`src/rtl/addr_sweep_gen_if.sv`:
```
// Sweep control and step-stream bundle for addr_sweep_gen.
// ADDR_SWEEP_LOOP_EN adds the loop request and wrap pulse.
interface addr_sweep_gen_if #(
  parameter int ADDR_W = 14,
  parameter int LANES  = 2
);
  localparam int LW     = $clog2(LANES);
  localparam int WORD_W = ADDR_W - LW;

  logic                    start;
  logic [WORD_W-1:0]       cfg_base;
  logic [WORD_W:0]         cfg_len;
  logic                    ready;
  logic                    valid;
  logic [LANES*ADDR_W-1:0] addr;
  logic [WORD_W:0]         step_idx;
  logic                    busy;
  logic                    done;
`ifdef ADDR_SWEEP_LOOP_EN
  logic                    loop;
  logic                    wrap;

  modport master (
    input  start, cfg_base, cfg_len, ready, loop,
    output valid, addr, step_idx, busy, done, wrap
  );
  modport slave (
    output start, cfg_base, cfg_len, ready, loop,
    input  valid, addr, step_idx, busy, done, wrap
  );
`else
  modport master (
    input  start, cfg_base, cfg_len, ready,
    output valid, addr, step_idx, busy, done
  );
  modport slave (
    output start, cfg_base, cfg_len, ready,
    input  valid, addr, step_idx, busy, done
  );
`endif
endinterface

```
`src/rtl/addr_sweep_gen.sv`:
```
// Multi-lane address sweep generator: walks a word index for cfg_len steps, emitting {word, lane} per lane.
// Define ADDR_SWEEP_LOOP_EN to let a sweep repeat from its base while loop is held high.
module addr_sweep_gen #(
  parameter int ADDR_W     = 14,
  parameter int LANES      = 2,
  parameter int RESET_BASE = 2048
) (
  input  logic              clk,
  input  logic              reset,
  addr_sweep_gen_if.master  bus
);
  localparam int LW     = $clog2(LANES);
  localparam int WORD_W = ADDR_W - LW;
  localparam int LEN_W  = WORD_W + 1;

  typedef enum logic [1:0] {IDLE, RUN, DONE} state_t;

  state_t            state, state_n;
  logic [WORD_W-1:0] word, word_n;
  logic [LEN_W-1:0]  len, len_n;
  logic [LEN_W-1:0]  step_idx, step_n;
  logic              last_step;
`ifdef ADDR_SWEEP_LOOP_EN
  logic [WORD_W-1:0] base_q, base_n;
  logic              wrap_q, wrap_n;
`endif

  always_ff @(posedge clk or negedge reset) begin
    if (!reset) begin
      state    <= IDLE;
      word     <= WORD_W'(RESET_BASE);
      len      <= '0;
      step_idx <= '0;
`ifdef ADDR_SWEEP_LOOP_EN
      base_q   <= WORD_W'(RESET_BASE);
      wrap_q   <= 1'b0;
`endif
    end else begin
      state    <= state_n;
      word     <= word_n;
      len      <= len_n;
      step_idx <= step_n;
`ifdef ADDR_SWEEP_LOOP_EN
      base_q   <= base_n;
      wrap_q   <= wrap_n;
`endif
    end
  end

  // len is never zero while in RUN, so len-1 cannot underflow here.
  assign last_step = (step_idx == len - LEN_W'(1));

  always_comb begin
    state_n = state;
    word_n  = word;
    len_n   = len;
    step_n  = step_idx;
`ifdef ADDR_SWEEP_LOOP_EN
    base_n  = base_q;
    wrap_n  = 1'b0;
`endif
    case (state)
      IDLE, DONE: begin
        if (bus.start) begin
          word_n  = bus.cfg_base;
          len_n   = bus.cfg_len;
          step_n  = '0;
`ifdef ADDR_SWEEP_LOOP_EN
          base_n  = bus.cfg_base;
`endif
          state_n = (bus.cfg_len == '0) ? DONE : RUN;
        end
      end
      RUN: begin
        if (bus.ready) begin
          word_n = word + WORD_W'(1);
          step_n = step_idx + LEN_W'(1);
          if (last_step) begin
`ifdef ADDR_SWEEP_LOOP_EN
            if (bus.loop) begin
              word_n = base_q;
              step_n = '0;
              wrap_n = 1'b1;
            end else begin
              state_n = DONE;
            end
`else
            state_n = DONE;
`endif
          end
        end
      end
      default: state_n = IDLE;
    endcase
  end

  // Lane bits sit below the word, so each lane address is word*LANES + lane.
  always_comb begin
    bus.addr = '0;
    for (int i = 0; i < LANES; i++) begin
      bus.addr[i*ADDR_W +: ADDR_W] = (ADDR_W'(word) << LW) | ADDR_W'(i);
    end
  end

  assign bus.valid    = (state == RUN);
  assign bus.busy     = (state == RUN);
  assign bus.done     = (state == DONE);
  assign bus.step_idx = step_idx;
`ifdef ADDR_SWEEP_LOOP_EN
  assign bus.wrap     = wrap_q;
`endif

endmodule

```
`src/flat_wrapper.sv`:
```
// flat-port wrapper written by rule: the top's interface ports become plain ports
module addr_sweep_gen_flat 
#(
  parameter int ADDR_W     = 14,
  parameter int LANES      = 2,
  parameter int RESET_BASE = 2048
)
  (clk, reset, bus_start, bus_cfg_base, bus_cfg_len, bus_ready, bus_valid, bus_addr, bus_step_idx, bus_busy, bus_done);
  addr_sweep_gen_if #(.ADDR_W(ADDR_W), .LANES(LANES)) bus_i ();
  input  logic clk;
  input  logic reset;
  input wire logic [$bits(bus_i.start)-1:0] bus_start;
  input wire logic [$bits(bus_i.cfg_base)-1:0] bus_cfg_base;
  input wire logic [$bits(bus_i.cfg_len)-1:0] bus_cfg_len;
  input wire logic [$bits(bus_i.ready)-1:0] bus_ready;
  output wire logic [$bits(bus_i.valid)-1:0] bus_valid;
  output wire logic [$bits(bus_i.addr)-1:0] bus_addr;
  output wire logic [$bits(bus_i.step_idx)-1:0] bus_step_idx;
  output wire logic [$bits(bus_i.busy)-1:0] bus_busy;
  output wire logic [$bits(bus_i.done)-1:0] bus_done;
  assign bus_i.start = bus_start;
  assign bus_i.cfg_base = bus_cfg_base;
  assign bus_i.cfg_len = bus_cfg_len;
  assign bus_i.ready = bus_ready;
  assign bus_valid = bus_i.valid;
  assign bus_addr = bus_i.addr;
  assign bus_step_idx = bus_i.step_idx;
  assign bus_busy = bus_i.busy;
  assign bus_done = bus_i.done;
  addr_sweep_gen #(.ADDR_W(ADDR_W), .LANES(LANES), .RESET_BASE(RESET_BASE)) u_core (.clk(clk), .reset(reset), .bus(bus_i));
endmodule
```
`config.mk`:
```
export PLATFORM = sky130hd
export DESIGN_NAME = addr_sweep_gen_flat
export DESIGN_NICKNAME = d
export VERILOG_FILES = /design/src/rtl/addr_sweep_gen_if.sv /design/src/rtl/addr_sweep_gen.sv /design/src/flat_wrapper.sv
export SDC_FILE = /design/constraint.sdc
export NUM_CORES = 1
export LEC_CHECK = 0
export CORE_UTILIZATION = 48
export DETAILED_ROUTE_END_ITERATION = 10
export GPL_TIMING_DRIVEN = 0
export PLACE_DENSITY_LB_ADDON = 0.2
export SYNTH_ARGS = -nofsm -noshare
export SYNTH_HDL_FRONTEND = slang
export SYNTH_SLANG_ARGS = --single-unit
```
`constraint.sdc`:
```
create_clock -name clk -period 2.7 [get_ports clk]
set_clock_uncertainty 0.05 [all_clocks]
set_input_delay 0.54 -clock clk [delete_from_list [all_inputs] [get_ports clk]]
set_output_delay 0.54 -clock clk [all_outputs]
set_load 0.02 [all_outputs]
```
## After elaboration in Yosys (flattened, before gate mapping)

Index checks and enable logic that the tools add are counted.

| word-level totals | value |
|---|---|
| register bits | 43 |
| input bits | 31 |
| logic and storage cells | 31 |

| operators by class | value |
|---|---|
| add/subtract/negate cells | 3 |
| equal/unequal tests | 6 |
| multiplexer cells | 11 |
| reduce and logical (&&, ||, !) cells | 7 |

Operators by type and width:

| operator | count |
|---|---|
| two-way mux 14 bit | 2 |
| one-hot mux 14 bit (2 select lines) | 1 |
| two-way mux 13 bit | 2 |
| one-hot mux 13 bit (2 select lines) | 1 |
| adder 14 x 1 -> 14 bit (second input constant) | 1 |
| equality test 14 bit | 1 |
| logical NOT 14 bit | 1 |
| subtractor 14 x 1 -> 14 bit (second input constant) | 1 |
| adder 13 x 1 -> 13 bit (second input constant) | 1 |
| two-way mux 2 bit | 4 |
| AND reduction 3 bit | 2 |
| inequality test 2 bit (second input constant) | 2 |
| one-hot mux 2 bit (2 select lines) | 1 |
| equality test 2 x 1 -> 1 bit (second input constant) | 1 |
| equality test 2 bit (second input constant) | 1 |
| logical NOT 2 bit | 1 |
| inequality test 2 x 1 -> 1 bit (second input constant) | 1 |
| AND reduction 2 bit | 1 |
| nonzero test 2 bit | 1 |
| OR reduction 2 bit | 1 |

## Logic depth before layout (Yosys ltp)

Gate-level depths: netlist of the first run.

| logic depth | value |
|---|---|
| word-level depth | 5 |
| mapped depth | 8 |
| mapped depth without buffers | 8 |

## Least setup slack after synthesis of the first run

Ideal clock, no wire load.

| timing | value |
|---|---|
| path kind | reg-to-reg |
| start | reg u_core.len[2] |
| end | reg u_core.state[0] |
| setup time | 0.133 ns |
| arrival | 1.927 ns |
| data required time | 2.517 ns |
| slack | 0.590 ns |
| stages on the path, launching flop included | 8 |
| cells stage by stage | dfrtp_1 -> buf_6 -> or4_4 -> nor4_1 -> xnor2_1 -> o21ai_1 -> nor4_2 -> a21oi_1 |

| between the ends | value |
|---|---|
| word-level cells in the longest chain between the ends | 4 |

RTL lines:

| what | line | text |
|---|---|---|
| from (decl) | addr_sweep_gen.sv:20 | `logic [LEN_W-1:0] len, len_n;` |
| from (signal assigned) | addr_sweep_gen.sv:41 | `len <= len_n;` |
| subtractor 14 x 1 -> 14 bit | addr_sweep_gen.sv:51 | `assign last_step = (step_idx == len - LEN_W'(1));` |
| equality test 14 bit | addr_sweep_gen.sv:51 |  |
| inequality test 2 x 1 -> 1 bit (no source line) | -- |  |
| AND reduction 3 bit (no source line) | -- |  |
| to (signal assigned) | addr_sweep_gen.sv:39 | `state <= state_n;` |
| to (decl) | addr_sweep_gen.sv:18 | `state_t state, state_n;` |

Every way passes these cells.
A chain may end at the register's enable or synchronous reset.

## Worst setup path in the final report of the first run

| timing | value |
|---|---|
| start | reg u_core.state[1] |
| end | out bus_valid |

| between the ends | value |
|---|---|
| word-level cells in the longest chain between the ends | 1 |

RTL lines:

| what | line | text |
|---|---|---|
| equality test 2 x 1 -> 1 bit | addr_sweep_gen.sv:105 | `assign bus.valid = (state == RUN);` |
| to (decl) | flat_wrapper.sv:16 | `output wire logic [$bits(bus_i.valid)-1:0] bus_valid;` |

Every way passes these cells.

==> qor.yml, run 1 <==
status:
  status: "complete, no violations"
worst_hold_path:
  holdCritPathClass: "input port to async pin"
route:
  wl_per_cell_microns: 14.8
  detail_route.drc_violations: 0
  dr_vias_cell: 5.57
  antenna_violating_nets_post_route: 0
  vias: 2677
  drt_pre_antenna_iters: 6
  drt_first_iter_violations: 127
  finalWirelength_microns: 7100
logic_synthesis:
  synth.area.top_cells: "sky130_fd_sc_hd__dfrtp_1 39%, sky130_fd_sc_hd__nand2_1 8.2%, sky130_fd_sc_hd__nor2_1 4.9%"
  yosys-top-cells-count: "59 x sky130_fd_sc_hd__nand2_1, 42 x sky130_fd_sc_hd__dfrtp_1, 35 x sky130_fd_sc_hd__nor2_1, 24 x sky130_fd_sc_hd__a21oi_1, 18 x sky130_fd_sc_hd__o21ai_0"
  yosys.cell_count.top_type: "sky130_fd_sc_hd__nand2_1"
  seq_area_frac_synth: 0.399
  synth.avg_cell_area_sq_um: 8.16
  post_synthesis_instance_total: 331
  post_synth_instance_area_sq_um: 2700
  postSynth.topFlopCell: "sky130_fd_sc_hd__dfrtp_1"
  synth-async-reset-ratio: 1.00
  flops_latches_synth: 43
  yosysWarnings: 0
  synth_top_cell_by_area: "sky130_fd_sc_hd__dfrtp_1"
  count_of_unique_library_cells_instantiated_by_yosys: 49
  synth.net_count: 365
  post-synth-top-area-fraction: 0.389
  synth_enable_flop_cells: 0
final_layout:
  non_filler_cell_area_final_sq_um: 3610
  multi_input_logic_area_sq_um: 1400
  design.final.nets: 444
  final_layout_size_suffix_gt1_frac: 0.0876
  antenna-diode-count: 0
  area.growth.synth_to_final_pct: 33.8
  layout.filler_cells: 455
  seq_area_sq_um: 1080
clock_tree:
  cts_tree: "built"
  clock_insertion_delay_worst_skew_ns: 0.30
  clock_path_buffers: 2
  cts.sink_count: 43
  htreeDepth: 2
  cts_made_buffers: 5
  clkSlewWorstSetupHoldPaths_ns: 0.08
  cts.hold.buffers_added: 0
  root_buffer: "sky130_fd_sc_hd__clkbuf_8"
timing:
  final-max-slew-violation-count: 0
  rsz_0062_raised_after_global_routing: "no"
  finalWorstPathRequiredPeriod_ns: 2.57
  timing.fmax_mhz: 390
  slew_headroom: 0.572
  finalSetupViolations: 0
  final_hold_viol_count: 0
  min_period_over_period: 0.951
  final.setup.worst_slack_ns: 0.133
  worst_pin_slew_ns: 0.635
critical_path:
  worst_r2r_startpoint: "u_core.len[2]$_DFFE_PN0P_"
  crit_required_ns: 2.11
  timing_worst_setup_path_type: "register to output port"
  timing.critical_path.fanout_max: 13
  timing.critical_path.to_type: "output port"
  setup.worst_path.start_class: "register"
  cp_data_arrival_time_ns: 1.98
  worstSetupStartpoint: "u_core.state[1]$_DFFE_PN0P_"
floorplan:
  number_of_rows_in_the_core_area: 26
  floorplan.core_area_sq_um: 5270
  ioPinCount: 76
  floorplan.initialDensity: 0.513
  dieHeight_microns: 77.0
  floorplan.die.width_microns: 77.0
  dieArea_sq_um: 5930
pwr:
  fin_total_pwr_uw: 3680
  vdd.ir_drop.worst_v: 0.000488
  cellPowerDensity_nw_per_um2: 1020
  cellLeakagePower_uw: 0.00150
place:
  placement.setup.worst_slack_ns: 0.00263
  postPlaceCellArea_sq_um: 3530
  port_buffers: 73
  gp_congestion: 0.944
  dpl.hpwl_microns: 5390
grt:
  grt_max_degree: 34
  gr-usage-all-layers: 0.255
  via_count_of_the_first_global_routing_pass: 2472
  global_route.overflow_total: 0
  grt_pass1_wl_microns: 12100
  antenna_found_initial: 0
run:
  max_cap_viol_count: 0
## per-stage QoR
step | hold WS (ns) | TNS [ns] | instances | utilization
floorplan | 0.194 | 0 | 331 | -
global placement | 0.454 | -4.81 | 474 | 0.668
detailed placement | 0.382 | 0 | 475 | 0.671
CTS | 0.0587 | 0 | 482 | 0.686
global route | 0.0595 | 0 | 481 | 0.686
finish | 0.0489 | 0 | 481 | 0.686
## layout by cell type (no fill, tap or decap), types with 3 or more instances in the layout
master | Yosys | routed
sky130_fd_sc_hd__clkbuf_1 | 15 | 13
sky130_fd_sc_hd__a31oi_1 | 7 | 7
sky130_fd_sc_hd__ha_1 | 3 | 3
sky130_fd_sc_hd__inv_1 | 6 | 5
sky130_fd_sc_hd__nor2_1 | 35 | 35
sky130_fd_sc_hd__buf_4 | 16 | 16
sky130_fd_sc_hd__clkdlybuf4s50_1 | 0 | 72
sky130_fd_sc_hd__nand2_1 | 59 | 59
sky130_fd_sc_hd__dfrtp_1 | 42 | 42
sky130_fd_sc_hd__nor3_1 | 7 | 7
sky130_fd_sc_hd__clkinv_2 | 0 | 3
sky130_fd_sc_hd__clkbuf_8 | 0 | 5
sky130_fd_sc_hd__o21ai_0 | 18 | 18
sky130_fd_sc_hd__o22a_1 | 3 | 3
sky130_fd_sc_hd__o2bb2ai_1 | 3 | 3
sky130_fd_sc_hd__xnor2_1 | 11 | 11
sky130_fd_sc_hd__or4_1 | 3 | 3
sky130_fd_sc_hd__and3_1 | 4 | 4
sky130_fd_sc_hd__nand4_1 | 7 | 7
sky130_fd_sc_hd__nor4_1 | 8 | 8
sky130_fd_sc_hd__a21oi_1 | 24 | 24
sky130_fd_sc_hd__or3_1 | 3 | 3
sky130_fd_sc_hd__nand3_1 | 9 | 9
sky130_fd_sc_hd__xor2_1 | 12 | 12
## where the power goes
part           internal, uW  switching, uW
Sequential              884            334
Combinational          1000           1050
Clock                   177            231
## per-layer routing
layer / wire (microns) / vias to the layer above / part of all wire / global-route usage
met4: 93 / 0 / 0.013 / 0.0887
li1: - / 1300 / - / -
met5: 0 / - / 0 / 0
met1: 3310 / 1279 / 0.47 / 0.355
met3: 414 / 9 / 0.058 / 0.0405
met2: 3290 / 89 / 0.46 / 0.403
## final cells by class
cell class,count,area share
Multi-Input combinational cell,249,0.388
Sequential cell,43,0.298
Timing Repair Buffer,74,0.206
Buffer,31,0.0530
Tap cell,70,0.0242
Clock buffer,5,0.0190
Inverter,6,0.00693
Clock inverter,3,0.00416
## repair_timing
item	CTS	global route
buffers inserted	0	0
gates resized for setup	1	1
endpoints found under the setup margin	2	1
endpoints found under the hold margin	0	0
## kinds of logic (layout without fill, tap and decap cells)
logic type,Yosys count,count (layout),synth area share
AND/OR/NAND/NOR,150,150,0.265
XOR/XNOR,23,23,0.0746
AO/OA/AOI/OAI,69,69,0.155
buffers and inverters,39,119,0.0820
adder cells (fa/ha/maj),3,3,0.0139
other,2,2,0.00278
flip-flops,43,43,0.399
multiplexers,2,2,0.00787
## registers in the layout, indices dropped and copies added, names as in the netlist
signal and flops:
u_core.bus.step_idx 14, u_core.len 14, u_core.word 13, u_core.state 2
## final timing paths
check	slack (ns)	cells past startpoint	endpoint
worst min register to register	0.47	2	u_core.len[13]$_DFFE_PN0P_
max in group asynchronous	2.03	2	u_core.word[11]$_DFFE_PN1P_
worst min-delay path	0.05	1	u_core.bus.step_idx[1]$_DFFE_PN0P_
min in group clk	0.47	2	u_core.len[13]$_DFFE_PN0P_
worst max-delay path	0.13	4	bus_valid
worst max register to register	0.33	7	u_core.state[0]$_DFFE_PN0P_
## critical path, stage by stage, from the launching register on
cell and delay (ns):
sky130_fd_sc_hd__dfrtp_1 0.40, sky130_fd_sc_hd__nand2b_1 0.33, sky130_fd_sc_hd__inv_4 0.23, sky130_fd_sc_hd__buf_4 0.13, sky130_fd_sc_hd__clkdlybuf4s50_1 0.58
Note: power is estimated with default switching activity, not from simulation.
==> run 2: changes to the inputs <==
--- a/config.mk
+++ b/config.mk
@@ -5,10 +5,12 @@
 export SDC_FILE = /design/constraint.sdc
 export NUM_CORES = 1
 export LEC_CHECK = 0
+export CORE_ASPECT_RATIO = 0.6
 export CORE_UTILIZATION = 48
 export DETAILED_ROUTE_END_ITERATION = 10
 export GPL_TIMING_DRIVEN = 0
 export PLACE_DENSITY_LB_ADDON = 0.2
+export SLEW_MARGIN = 40
 export SYNTH_ARGS = -nofsm -noshare
 export SYNTH_HDL_FRONTEND = slang
 export SYNTH_SLANG_ARGS = --single-unit
==> run 2 against run 1 <==
  * Maximum frequency decreased by 0.75%
  * Routed wire length increased by 4.6%
  * Combinational power about the same
  * Die area increased by 0.17%
  * Via count increased by 1.1%
  * Sequential power about the same
  * First-iteration DRC count increased by 120%
  * Critical endpoint unchanged
  * Largest cell class unchanged
  * Highest routed layer unchanged
==> qor.yml, run 2 (synthesized netlist as in run 1, its figures left out) <==
status:
  status: "complete, no violations"
place:
  port_buffers: 73  # unchanged
  placed_cells_incl_taps: 471  # -0.84%
  dpl.hpwl_microns: 5650  # +4.8%
  gp_congestion: 0.863  # -8.5%
critical_path:
  setup.worst_path.start_class: "register"
  timing_worst_setup_path_type: "register to output port"
  timing.critical_path.to_type: "output port"
  crit_required_ns: 2.11  # about the same
  timing.critical_path.fanout_max: 13  # unchanged
  reg2reg_slack_ns: 0.24  # -0.09 ns
  cp_data_arrival_time_ns: 2.00  # +0.02 ns
clock_tree:
  cts_tree: "built"
  cts_made_buffers: 5  # unchanged
  htreeDepth: 2  # unchanged
  cts.sink_count: 43  # unchanged
  clock_insertion_delay_worst_skew_ns: 0.30  # about the same
  clkSlewWorstSetupHoldPaths_ns: 0.08  # about the same
  root_buffer: "sky130_fd_sc_hd__clkbuf_8"
  clock_path_buffers: 2  # unchanged
  postCtsSetupRepairBufs: 0  # unchanged
pwr:
  cellLeakagePower_uw: 0.00150  # -0.21%
  fin_total_pwr_uw: 3700  # +0.54%
  vdd.ir_drop.worst_v: 0.000587  # +20%
  cellPowerDensity_nw_per_um2: 1020  # +0.43%
final_layout:
  multi_input_logic_area_sq_um: 1400  # unchanged
  antenna-diode-count: 0  # unchanged
  seq_area_sq_um: 1080  # unchanged
  design.final.nets: 445  # +0.23%
  area.growth.synth_to_final_pct: 33.9
  layout.cells.non_filler: 478  # -0.62%
  utilization: 0.692  # +0.00597
  layout.filler_cells: 429  # -5.7%
  final_layout_size_suffix_gt1_frac: 0.0801  # -0.00749
  layout_top_registers: "u_core.bus.step_idx: 14 flops, u_core.len: 14 flops, u_core.word: 13 flops"
  final_cell_mix: "72 x sky130_fd_sc_hd__clkdlybuf4s50_1, 59 x sky130_fd_sc_hd__nand2_1, 42 x sky130_fd_sc_hd__dfrtp_1"
  final_common_cell: "sky130_fd_sc_hd__clkdlybuf4s50_1"
route:
  detail_route.drc_violations: 0  # unchanged
  finalWirelength_microns: 7430  # +4.6%
  drt_pre_antenna_iters: 5  # -1
  wl_per_cell_microns: 15.5  # +5.3%
  vias: 2706  # +1.1%
  dr_vias_cell: 5.66  # +1.7%
  drt_first_iter_violations: 280  # +120%
  antenna_violating_nets_post_route: 0  # unchanged
floorplan:
  number_of_rows_in_the_core_area: 20  # -23%
  dieArea_sq_um: 5940  # +0.17%
  floorplan.initialDensity: 0.517  # +0.00392
  floorplan.core_area_sq_um: 5230  # -0.76%
  floorplan.die.width_microns: 98.9  # +28%
  dieHeight_microns: 60.1  # -22%
  ioPinCount: 76  # unchanged
timing:
  min_period_over_period: 0.958  # +0.00716
  timing.fmax_mhz: 387  # -0.75%
  finalWorstPathRequiredPeriod_ns: 2.59  # +0.0193 ns
  rsz_0062_raised_after_global_routing: "no"
  slew_headroom: 0.556  # -0.0160
  worst_pin_slew_ns: 0.659  # +0.0237 ns
  final-max-slew-violation-count: 0  # unchanged
  final_hold_viol_count: 0  # unchanged
  finalSetupViolations: 0  # unchanged
grt:
  gr-usage-all-layers: 0.263  # +0.00793
  global_route.overflow_total: 0  # unchanged
  grt_pass1_wl_microns: 11900  # -1.9%
  via_count_of_the_first_global_routing_pass: 2410  # -2.5%
  grt_max_degree: 38  # +12%
  antenna_found_initial: 0  # unchanged
run:
  max_cap_viol_count: 0  # unchanged
worst_hold_path:
  holdCritPathClass: "register to register"
## run 2: cell count changes in the layout (fill, tap and decap cells not counted), sizes merged
cell,change
clkbuf,+3
clkinv,-3
dlygate4sd3,+1
## run 2: metal layers
| layer | GRT usage | part of all wire | routed length (microns) |
|---|---|---|---|
| met5 | 0 | 0 | 0 |
| met4 | 0.0618 | 0.0087 | 65 |
| met3 | 0.0889 | 0.10 | 771 |
| met2 | 0.345 | 0.40 | 2940 |
| met1 | 0.405 | 0.49 | 3650 |
## run 2: final cells by class
cell class                 count  share of cell area
sequential                    43               0.298
multi-input combinational    249               0.388
buffer                        31              0.0529
clock buffer                   8              0.0221
tap                           66              0.0228
inverter                       6             0.00692
timing repair buffer          75               0.210
## run 2: worst max-delay path, stage by stage (launching register included)
cell and delay (ns):
sky130_fd_sc_hd__dfrtp_1 0.41, sky130_fd_sc_hd__nand2b_1 0.34, sky130_fd_sc_hd__inv_4 0.24, sky130_fd_sc_hd__buf_4 0.13
sky130_fd_sc_hd__clkdlybuf4s50_1 0.58
## run 2: path summary, 6_finish.rpt
kind                       cells after the start                                  to                   startpoint
max in group asynchronous                      3         u_core.word[11]$_DFFE_PN1P_                        reset
max                                            4                           bus_valid  u_core.state[1]$_DFFE_PN0P_
min reg2reg                                    1         u_core.state[1]$_DFFE_PN0P_  u_core.state[0]$_DFFE_PN0P_
max reg2reg                                    7         u_core.state[1]$_DFFE_PN0P_    u_core.len[2]$_DFFE_PN0P_
min                                            1         u_core.state[1]$_DFFE_PN0P_  u_core.state[0]$_DFFE_PN0P_
min in group asynchronous                      2  u_core.bus.step_idx[6]$_DFFE_PN0P_                        reset
## run 2: power breakdown
| part | switching, uW | internal (uW) | leakage, uW |
|---|---|---|---|
| Sequential | 352 | 884 | 0.000532 |
| Combinational | 1060 | 1000 | 0.000924 |
| Clock | 218 | 184 | 0.0000395 |
| Total | 1630 | 2070 | 0.00150 |
## run 2: per-stage QoR
stage          worst slack (ns)  area (sq um)  TNS, ns  hold WS (ns)
2_1_floorplan             0.590          2700        0         0.194
3_3_place_gp             -0.143          3510    -5.87         0.466
3_5_place_dp             0.0252          3530        0         0.316
4_1_cts                  0.0572          3620        0         0.486
5_1_grt                  0.0367          3620        0         0.503
6_report                  0.113          3620        0         0.489
## run 2: timing repair
action | CTS | global route
resized for setup | 1 | 1
cloned | 0 | 0
hold endpoints to repair | 6 | 0
endpoints found under the setup margin | 2 | 1
hold buffers | 1 | 0
pin swaps | 0 | 0
